[src/rtl/rv32_pkg.sv]
// ----------------------------------------------------------------------------
// rv32 -- shared types for the core's memory-side blocks.
//
// Contents:
//   word         32-bit machine word
//   arb_state_t  memory arbiter state (IDLE, I_BUSY, D_BUSY)
//   arb_grant_t  which requester owned the most recent grant
//   mem_req_t    one bus transaction's fields (we, be, addr, wdata)
//   fetch_req()  builds the bus fields for an instruction fetch
// ----------------------------------------------------------------------------
package rv32;

    typedef logic [31:0] word;

    typedef enum logic [1:0] {
        IDLE   = 2'd0,
        I_BUSY = 2'd1,
        D_BUSY = 2'd2
    } arb_state_t;

    typedef enum logic {
        GRANT_I = 1'b0,
        GRANT_D = 1'b1
    } arb_grant_t;

    typedef struct packed {
        logic       we;
        logic [3:0] be;
        word        addr;
        word        wdata;
    } mem_req_t;

    localparam logic [3:0] BE_WORD = 4'hF;

    // Fetches are always full-word reads with no write data.
    function automatic mem_req_t fetch_req(input word addr);
        mem_req_t req;
        req.we    = 1'b0;
        req.be    = BE_WORD;
        req.addr  = addr;
        req.wdata = '0;
        return req;
    endfunction

endpackage

[src/rtl/mem_arb_timeout.sv]
// ----------------------------------------------------------------------------
// mem_arb_timeout -- watchdog counter for a bus transaction that never ends.
//
// Only instantiated when MEM_ARB_TIMEOUT_EN is defined.
//
// Ports:
//   clk        in   core clock
//   rst_n      in   synchronous active-low reset
//   i_clear    in   restart the count (new grant)
//   i_enable   in   count this cycle (BUSY without bus completion)
//   o_expired  out  count has reached LIMIT-1
// ----------------------------------------------------------------------------
module mem_arb_timeout #(
    parameter int unsigned LIMIT = 256
) (
    input  logic clk,
    input  logic rst_n,
    input  logic i_clear,
    input  logic i_enable,
    output logic o_expired
);

    // One spare count value so the increment on the expiry cycle never
    // aliases back onto LIMIT-1 before the next grant clears it.
    localparam int unsigned CW = $clog2(LIMIT + 1);

    logic [CW-1:0] r_count;

    always_ff @(posedge clk) begin
        if (!rst_n || i_clear) begin
            r_count <= '0;
        end else if (i_enable) begin
            r_count <= r_count + CW'(1);
        end
    end

    assign o_expired = (r_count == CW'(LIMIT - 1));

endmodule

[src/rtl/mem_arbiter.sv]
// ----------------------------------------------------------------------------
// mem_arbiter -- shares the single memory bus between instruction fetch
// (ibus, read-only) and load/store (dbus). One transaction outstanding at a
// time, round-robin between simultaneous requesters, fetch flush support and
// bus-error reporting.
//
// Build option:
//   MEM_ARB_TIMEOUT_EN  when defined, a transaction that sees no bus_ack /
//                       bus_err for TIMEOUT_CYCLES BUSY cycles completes as a
//                       forced error. When undefined, BUSY waits indefinitely.
//
// Ports:
//   clk, rst_n                    clock, synchronous active-low reset
//   i_req/i_addr/i_flush          fetch request, address, redirect
//   i_ack/i_rdata/i_err           fetch completion, data, error
//   d_req/d_we/d_be/d_addr/d_wdata data request and its fields
//   d_ack/d_rdata/d_err           data completion, data, error
//   bus_req/bus_we/bus_be/bus_addr/bus_wdata  registered bus request
//   bus_ack/bus_rdata/bus_err     bus completion
//   busy                          arbiter is not IDLE
// ----------------------------------------------------------------------------
module mem_arbiter
    import rv32::*;
#(
    parameter int unsigned TIMEOUT_CYCLES = 256
) (
    input  logic        clk,
    input  logic        rst_n,

    input  logic        i_req,
    input  logic [31:0] i_addr,
    input  logic        i_flush,
    output logic        i_ack,
    output logic [31:0] i_rdata,
    output logic        i_err,

    input  logic        d_req,
    input  logic        d_we,
    input  logic [3:0]  d_be,
    input  logic [31:0] d_addr,
    input  logic [31:0] d_wdata,
    output logic        d_ack,
    output logic [31:0] d_rdata,
    output logic        d_err,

    output logic        bus_req,
    output logic        bus_we,
    output logic [3:0]  bus_be,
    output logic [31:0] bus_addr,
    output logic [31:0] bus_wdata,
    input  logic        bus_ack,
    input  logic [31:0] bus_rdata,
    input  logic        bus_err,

    output logic        busy
);

    if (TIMEOUT_CYCLES < 2) begin : g_bad_timeout
        $error("mem_arbiter: TIMEOUT_CYCLES must be at least 2");
    end

    arb_state_t r_state;
    arb_grant_t r_last_grant;
    logic       r_drop;      // in-flight fetch was flushed; swallow its ack
    mem_req_t   r_bus;

    logic w_busy;
    logic w_bus_done;
    logic w_timeout;
    logic w_done;
    logic w_err;
    logic w_i_req_q;
    logic w_arb_open;
    logic w_i_elig;
    logic w_d_elig;
    logic w_grant_i;
    logic w_grant_d;

    assign w_busy     = (r_state != IDLE);
    assign w_bus_done = w_busy & (bus_ack | bus_err);

`ifdef MEM_ARB_TIMEOUT_EN
    logic w_expired;

    mem_arb_timeout #(
        .LIMIT     (TIMEOUT_CYCLES)
    ) u_timeout (
        .clk       (clk),
        .rst_n     (rst_n),
        .i_clear   (w_grant_i | w_grant_d),
        .i_enable  (w_busy & ~w_bus_done),
        .o_expired (w_expired)
    );

    assign w_timeout = w_busy & ~w_bus_done & w_expired;
`else
    assign w_timeout = 1'b0;
`endif

    // A forced timeout is reported exactly like a bus error.
    assign w_done = w_bus_done | w_timeout;
    assign w_err  = bus_err | w_timeout;

    // Completion is combinational from the bus so the requester sees its ack
    // in the same cycle as bus_ack. A flush, either earlier in the
    // transaction (r_drop) or in this very cycle, hides the fetch response.
    assign i_ack   = w_done & (r_state == I_BUSY) & ~r_drop & ~i_flush;
    assign i_err   = i_ack & w_err;
    assign i_rdata = bus_rdata;

    assign d_ack   = w_done & (r_state == D_BUSY);
    assign d_err   = d_ack & w_err;
    assign d_rdata = bus_rdata;

    // Arbitration happens in IDLE or in a completion cycle. The requester
    // that is completing still holds its req this cycle, so it is masked out;
    // a same-requester re-request therefore always sees one IDLE cycle.
    assign w_i_req_q  = i_req & ~i_flush;
    assign w_arb_open = ~w_busy | w_done;
    assign w_i_elig   = w_arb_open & w_i_req_q & (r_state != I_BUSY);
    assign w_d_elig   = w_arb_open & d_req & (r_state != D_BUSY);

    assign w_grant_i  = w_i_elig & (~w_d_elig | (r_last_grant == GRANT_D));
    assign w_grant_d  = w_d_elig & ~w_grant_i;

    always_ff @(posedge clk) begin
        if (!rst_n) begin
            r_state      <= IDLE;
            r_last_grant <= GRANT_D;
            r_drop       <= 1'b0;
            r_bus        <= '0;
        end else begin
            if (w_grant_i) begin
                r_state      <= I_BUSY;
                r_last_grant <= GRANT_I;
                r_bus        <= fetch_req(i_addr);
            end else if (w_grant_d) begin
                r_state      <= D_BUSY;
                r_last_grant <= GRANT_D;
                r_bus        <= '{we: d_we, be: d_be, addr: d_addr, wdata: d_wdata};
            end else if (w_done) begin
                r_state      <= IDLE;
            end

            if (w_done) begin
                r_drop <= 1'b0;
            end else if ((r_state == I_BUSY) && i_flush) begin
                r_drop <= 1'b1;
            end
        end
    end

    assign bus_req   = w_busy;
    assign bus_we    = r_bus.we;
    assign bus_be    = r_bus.be;
    assign bus_addr  = r_bus.addr;
    assign bus_wdata = r_bus.wdata;
    assign busy      = w_busy;

endmodule

[config.mk]
export PLATFORM = sky130hd
export DESIGN_NAME = mem_arbiter
export DESIGN_NICKNAME = d
export VERILOG_FILES = /design/src/rtl/rv32_pkg.sv /design/src/rtl/mem_arb_timeout.sv /design/src/rtl/mem_arbiter.sv
export SDC_FILE = /design/constraint.sdc
export NUM_CORES = 1
export LEC_CHECK = 0
export BUFFER_PORTS_ARGS = -buffer_cell sky130_fd_sc_hd__buf_2
export CAP_MARGIN = 40
export CORE_AREA = 2 2 107 109
export CTS_CLUSTER_SIZE = 14
export DETAILED_ROUTE_END_ITERATION = 10
export DIE_AREA = 0 0 109 111
export GPL_TIMING_DRIVEN = 0
export PLACE_DENSITY_LB_ADDON = 0.2
export SLEW_MARGIN = 0
export SYNTH_ARGS = -nofsm -noshare
export SYNTH_HDL_FRONTEND = slang
export SYNTH_HIERARCHICAL = 1
export SYNTH_SLANG_ARGS = --single-unit
[constraint.sdc]
create_clock -name clk -period 2.3 [get_ports clk]
set_input_delay 0.115 -clock clk [delete_from_list [all_inputs] [get_ports clk]]
set_output_delay 0.115 -clock clk [all_outputs]
set_load 0.02 [all_outputs]
### Yosys cells after proc, flatten, opt, wreduce, memory -nomap -nowiden

Cells that the tools add are included.

| word-level totals | value |
|---|---|
| register bits | 73 |
| output and inout port bits | 139 |

| cells by class | value |
|---|---|
| eq/ne operators | 4 |
| muxes and demuxes | 7 |
| bitwise gates (word level) | 23 |
| reduce and logical (&&, ||, !) cells | 7 |

Operator list:

| operator | number |
|---|---|
| 2-to-1 mux 68 bit | 2 |
| bitwise AND 1 bit | 14 |
| NOT 1 bit | 6 |
| nonzero test 2 bit | 3 |
| 2-to-1 mux 2 bit | 2 |
| OR reduction 2 bit | 2 |
| 2-to-1 mux 1 bit | 3 |
| bitwise OR 1 bit | 3 |
| nonzero test 3 bit | 1 |
| == test 2 x 1 -> 1 bit (second input constant) | 1 |
| == test 2 bit (second input constant) | 1 |
| != test 2 x 1 -> 1 bit (second input constant) | 1 |
| != test 2 bit (second input constant) | 1 |
| logical AND 1 bit | 1 |

### Depth between registers and ports, before layout

| logic depth | value |
|---|---|
| depth in word-level cells | 12 |
| depth in mapped cells | 7 |
| gate-level depth less buffers | 4 |

### Worst setup path before layout

OpenSTA, ideal clock, no wires.

| timing | value |
|---|---|
| path type | reg-to-reg |
| from | register r_state[0] |
| to | register r_bus (netlist bit bus_we) |
| arrival time | 1499 ps |
| cell stages (with the launch flop) | 8 |
| path slack | 666 ps |
| library setup time | 134 ps |
| cell sequence | dfxtp_1 -> or3b_1 -> and3_1 -> buf_6 -> buf_2 -> buf_2 -> nand3_1 -> a21oi_1 |

| on the way | value |
|---|---|
| word-level cells in the longest chain between the ends | 10 |
| elaborated cells on any way between the ends | 16 |

Ends and longest elaborated chain:

| item | line | source |
|---|---|---|
| from (decl) | mem_arbiter.sv:62 | `arb_state_t r_state;` |
| from (signal assigned) | mem_arbiter.sv:128 | `r_state <= IDLE;` |
| from (signal assigned) | mem_arbiter.sv:134 | `r_state <= I_BUSY;` |
| from (signal assigned) | mem_arbiter.sv:138 | `r_state <= D_BUSY;` |
| nonzero test 2 bit | mem_arbiter.sv:79 | `assign w_busy = (r_state != IDLE);` |
| bitwise AND 1 bit / NOT 1 bit (equally long branches) | mem_arbiter.sv:80, mem_arbiter.sv:119 |  |
| bitwise OR 1 bit | mem_arbiter.sv:119 | `assign w_arb_open = ~w_busy \| w_done;` |
| bitwise AND 1 bit (2 in series) | mem_arbiter.sv:121 | `assign w_d_elig = w_arb_open & d_req & (r_state != D_BUSY);` |
| NOT 1 bit | mem_arbiter.sv:123 | `assign w_grant_i = w_i_elig & (~w_d_elig \| (r_last_grant == GRANT_D));` |
| bitwise OR 1 bit | mem_arbiter.sv:123 |  |
| bitwise AND 1 bit | mem_arbiter.sv:123 |  |
| NOT 1 bit | mem_arbiter.sv:124 | `assign w_grant_d = w_d_elig & ~w_grant_i;` |
| bitwise AND 1 bit | mem_arbiter.sv:124 |  |
| to (signal assigned) | mem_arbiter.sv:136 | `r_bus <= fetch_req(i_addr);` |
| to (signal assigned) | mem_arbiter.sv:140 | `r_bus <= '{we: d_we, be: d_be, addr: d_addr, wdata: d_wdata};` |
| to (decl) | mem_arbiter.sv:65 | `mem_req_t r_bus;` |

Parallel ways exist; a longest one is shown, timed or not.
A chain may end at the register's enable or synchronous reset.

### Worst setup path after layout

| timing | value |
|---|---|
| from | register r_state[1] |
| to | register r_bus (netlist bit bus_addr[15]) |

| on the way | value |
|---|---|
| word-level cells in the longest chain between the ends | 11 |
| elaborated cells on any way between the ends | 17 |

Ends and longest elaborated chain:

| item | line |
|---|---|
| nonzero test 2 bit | mem_arbiter.sv:79 |
| bitwise AND 1 bit / NOT 1 bit (equally long branches) | mem_arbiter.sv:80, mem_arbiter.sv:119 |
| bitwise OR 1 bit | mem_arbiter.sv:119 |
| bitwise AND 1 bit (2 in series) | mem_arbiter.sv:121 |
| NOT 1 bit | mem_arbiter.sv:123 |
| bitwise OR 1 bit | mem_arbiter.sv:123 |
| bitwise AND 1 bit | mem_arbiter.sv:123 |
| NOT 1 bit | mem_arbiter.sv:124 |
| bitwise AND 1 bit | mem_arbiter.sv:124 |
| nonzero test 2 bit (no source line) | n/a |

Parallel ways exist; a longest one is shown, timed or not.

==> results.json <==
{
  "status": "completed",
  "yosys_warnings": 6,
  "drc": 0,
  "cp-start-kind": "flop",
  "slew_headroom_pct": 66.6,
  "vias": 3971,
  "crit_path_end_kind": "flop",
  "start_util_pct": 33.8,
  "hold_class": "primary input to flop",
  "crit_required_ns": 2.51,
  "io_buffers": 245,
  "tightest_slew_ns": 0.501,
  "antenna_cells": 0,
  "hold_violations": 0,
  "cts.clk_slew.worst_paths_ns": 0.06,
  "areaGrowthSynthToFinish_pct": 46.2,
  "grt_first_pass_wirelength_um": 18600,
  "first_global_vias": 3929,
  "crit_fanout": 10,
  "synth_area_leaders": "dfxtp_1 39%, buf_4 13%, o221a_1 9.6%, o2bb2ai_1 7.5%, and2_0 5.3%",
  "synthSimpleGateAreaFrac_pct": 14.2,
  "fillers": 1113,
  "path_cells": "or3b_1, nand4b_2, clkbuf_1, o2bb2ai_1, o221a_1",
  "powerDensity_nw_per_um2": 704,
  "yosysSeqAreaShare_pct": 39.1,
  "cts_max_path_buffers": 2,
  "synth_area_sq_um": 3740,
  "pin_count": 279,
  "synth_top_family_by_area": "compound AO/OA/AOI/OAI gates",
  "synth_xor_area_share_pct": 0,
  "wl_um": 12000,
  "grtUsageTotal_pct": 19.1,
  "hold_buffers": 0,
  "rows": 39,
  "overflow": 0,
  "synth_adder_area_share_pct": 0,
  "syn_avg_cell_area_sq_um": 9.08,
  "cts.sinks": 73,
  "grt_max_degree": 14,
  "synth-seq-cells": 73,
  "peakVddDrop_mv": 0.346,
  "setup_viol": 0,
  "layout-drive-gt1-share_pct": 51.1,
  "criticalPathCategory": "flop to flop",
  "core_sq_um": 11100,
  "pre_cts_ws_ns": 0.215,
  "drt_iter0_drc": 163,
  "fin_tns_setup_ns": 0,
  "slowest_delay_ns": 0.42,
  "arrival_ns": 2.18,
  "die_h_um": 111,
  "insertion_delay_ns": 0.33,
  "rsz0062_at_grt": "no",
  "ant_nets": 0,
  "tritoncts": "yes",
  "cap_violations": 0,
  "vias_per_cell": 4.87,
  "fin_ws_ns": 0.334,
  "dp_hpwl_um": 9110,
  "dieArea_sq_um": 12100,
  "placed_area_sq_um": 5150,
  "synthMuxAreaShare_pct": 0,
  "drt_pre_antenna_iters": 4,
  "fin_area_sq_um": 5470,
  "synth_top_area_cell": "dfxtp_1",
  "synth_cell_types": 29,
  "slew_viol_final": 0,
  "fmax_mhz": 509,
  "critPathSlowestCell": "clkbuf_1",
  "wl_per_cell_um": 14.7,
  "clock_skew_ns": 0.00392,
  "synth_compound_area_share_pct": 27.5,
  "clock-root-buffer": "clkbuf_16",
  "antenna_found_initial": 0,
  "period_minus_slack_ns": 1.97,
  "fin_util_pct": 49.4,
  "finalCritPeriodShare_pct": 85.5,
  "cts_buffers": 9,
  "cts_max_level": 3,
  "power.leakage_uw": 0.00264,
  "gp_congestion": 0.720,
  "die_w_um": 109,
  "syn_inst": 412,
  "synth_top_area_share_pct": 39.1,
  "synth_nets": 552,
  "nets": 808
}
## where the power goes
group	total (uW)	leakage, uW	switching, uW	internal [uW]
Clock	1510	0.000155	559	949
Sequential	1410	0.000601	50.4	1360
Combinational	932	0.00188	529	403
## Yosys cell counts
master	instances
dfxtp_1	73
buf_4	65
a21oi_1	36
o21ai_0	34
nand3_1	33
and2_0	32
o221a_1	32
o2bb2ai_1	32
clkbuf_1	17
buf_6	9
nand2_1	9
buf_1	7
buf_2	6
a31oi_1	4
nor2_1	4
inv_1	3
nand4b_1	2
nor4_1	2
or3b_1	2
and3_1	1
and3b_1	1
and4b_1	1
nand2b_1	1
nand3_2	1
nand4b_2	1
o211ai_1	1
o21ai_1	1
or2_1	1
or2b_1	1
## registers in the layout, indices dropped and copies added, names as in the netlist
name	cells
r_last_grant	1
bus_we	1
bus_be	4
r_drop	1
bus_addr	32
bus_wdata	32
r_state	2
## critical path: cells and delay by family, from the launching register on
kind | cells | cell delay [ns]
flops | 1 | 0.38
simple gates | 2 | 0.65
compound gates | 2 | 0.40
buf+inv | 1 | 0.42
## per-layer routing
layer | vias up | track usage, % | routed length (um)
met5 | - | 0 | 0
met4 | 0 | 6.07 | 119
met3 | 11 | 5.58 | 1190
met2 | 177 | 32.7 | 5830
met1 | 1835 | 22.7 | 4830
li1 | 1948 | - | -
## cells by family (layout without fill, tap and decap cells)
kind of cell | count (synthesis) | after routing
DFF | 73 | 73
and+or+nand+nor | 92 | 92
buffers and inverters | 107 | 368
AOI/OAI and AO/OA | 140 | 140
## through the flow
| step | total power (uW) | hold WS, ns | std cells |
|---|---|---|---|
| finish | 3850 | 0.0274 | 816 |
| global route | 4030 | 0.0315 | 816 |
| CTS | 3890 | 0.0176 | 816 |
| detailed placement | 2380 | 0.374 | 800 |
| global placement | 2360 | 0.370 | 800 |
| floorplan | 2040 | 0.263 | 412 |
## cell type report
cell class / instances / area [sq um] / share of cell area (%)
multi-input combinational: 232 / 1560 / 28.6
timing repair buffer: 245 / 1230 / 22.4
sequential: 73 / 1460 / 26.7
tap: 143 / 179 / 3.27
buffer: 104 / 709 / 13.0
inverter: 3 / 11.3 / 0.206
clock buffer: 9 / 225 / 4.12
clock inverter: 7 / 95.1 / 1.74
## cell usage in the layout, fill, tap and decap left out, types with 4 or more instances in the layout
| cell | count |
|---|---|
| a21oi_1 | 36 |
| a31oi_1 | 4 |
| and2_0 | 32 |
| buf_1 | 7 |
| buf_2 | 251 |
| buf_4 | 65 |
| buf_6 | 9 |
| clkbuf_1 | 17 |
| clkbuf_16 | 9 |
| dfxtp_1 | 73 |
| nand2_1 | 9 |
| nand3_1 | 33 |
| nor2_1 | 4 |
| o21ai_0 | 34 |
| o221a_1 | 32 |
| o2bb2ai_1 | 32 |
## repair_timing
| action | 4_1_cts | 5_1_grt |
|---|---|---|
| gates resized for setup | 0 | 1 |
| endpoints found under the setup margin | 0 | 12 |
| endpoints found under the hold margin | 0 | 0 |
| buffers inserted | 0 | 0 |
## final timing paths
check / depth (start not counted) / to / slack (ns) / start
setup reg to reg: 5 / bus_addr[15] / 0.33 / r_state[1]
setup / recovery: 5 / bus_addr[15] / 0.33 / r_state[1]
hold / removal: 3 / bus_we / 0.03 / d_we
hold reg to reg: 2 / bus_wdata[31] / 0.47 / bus_wdata[31]
Note: power is estimated with default switching activity, not from simulation.
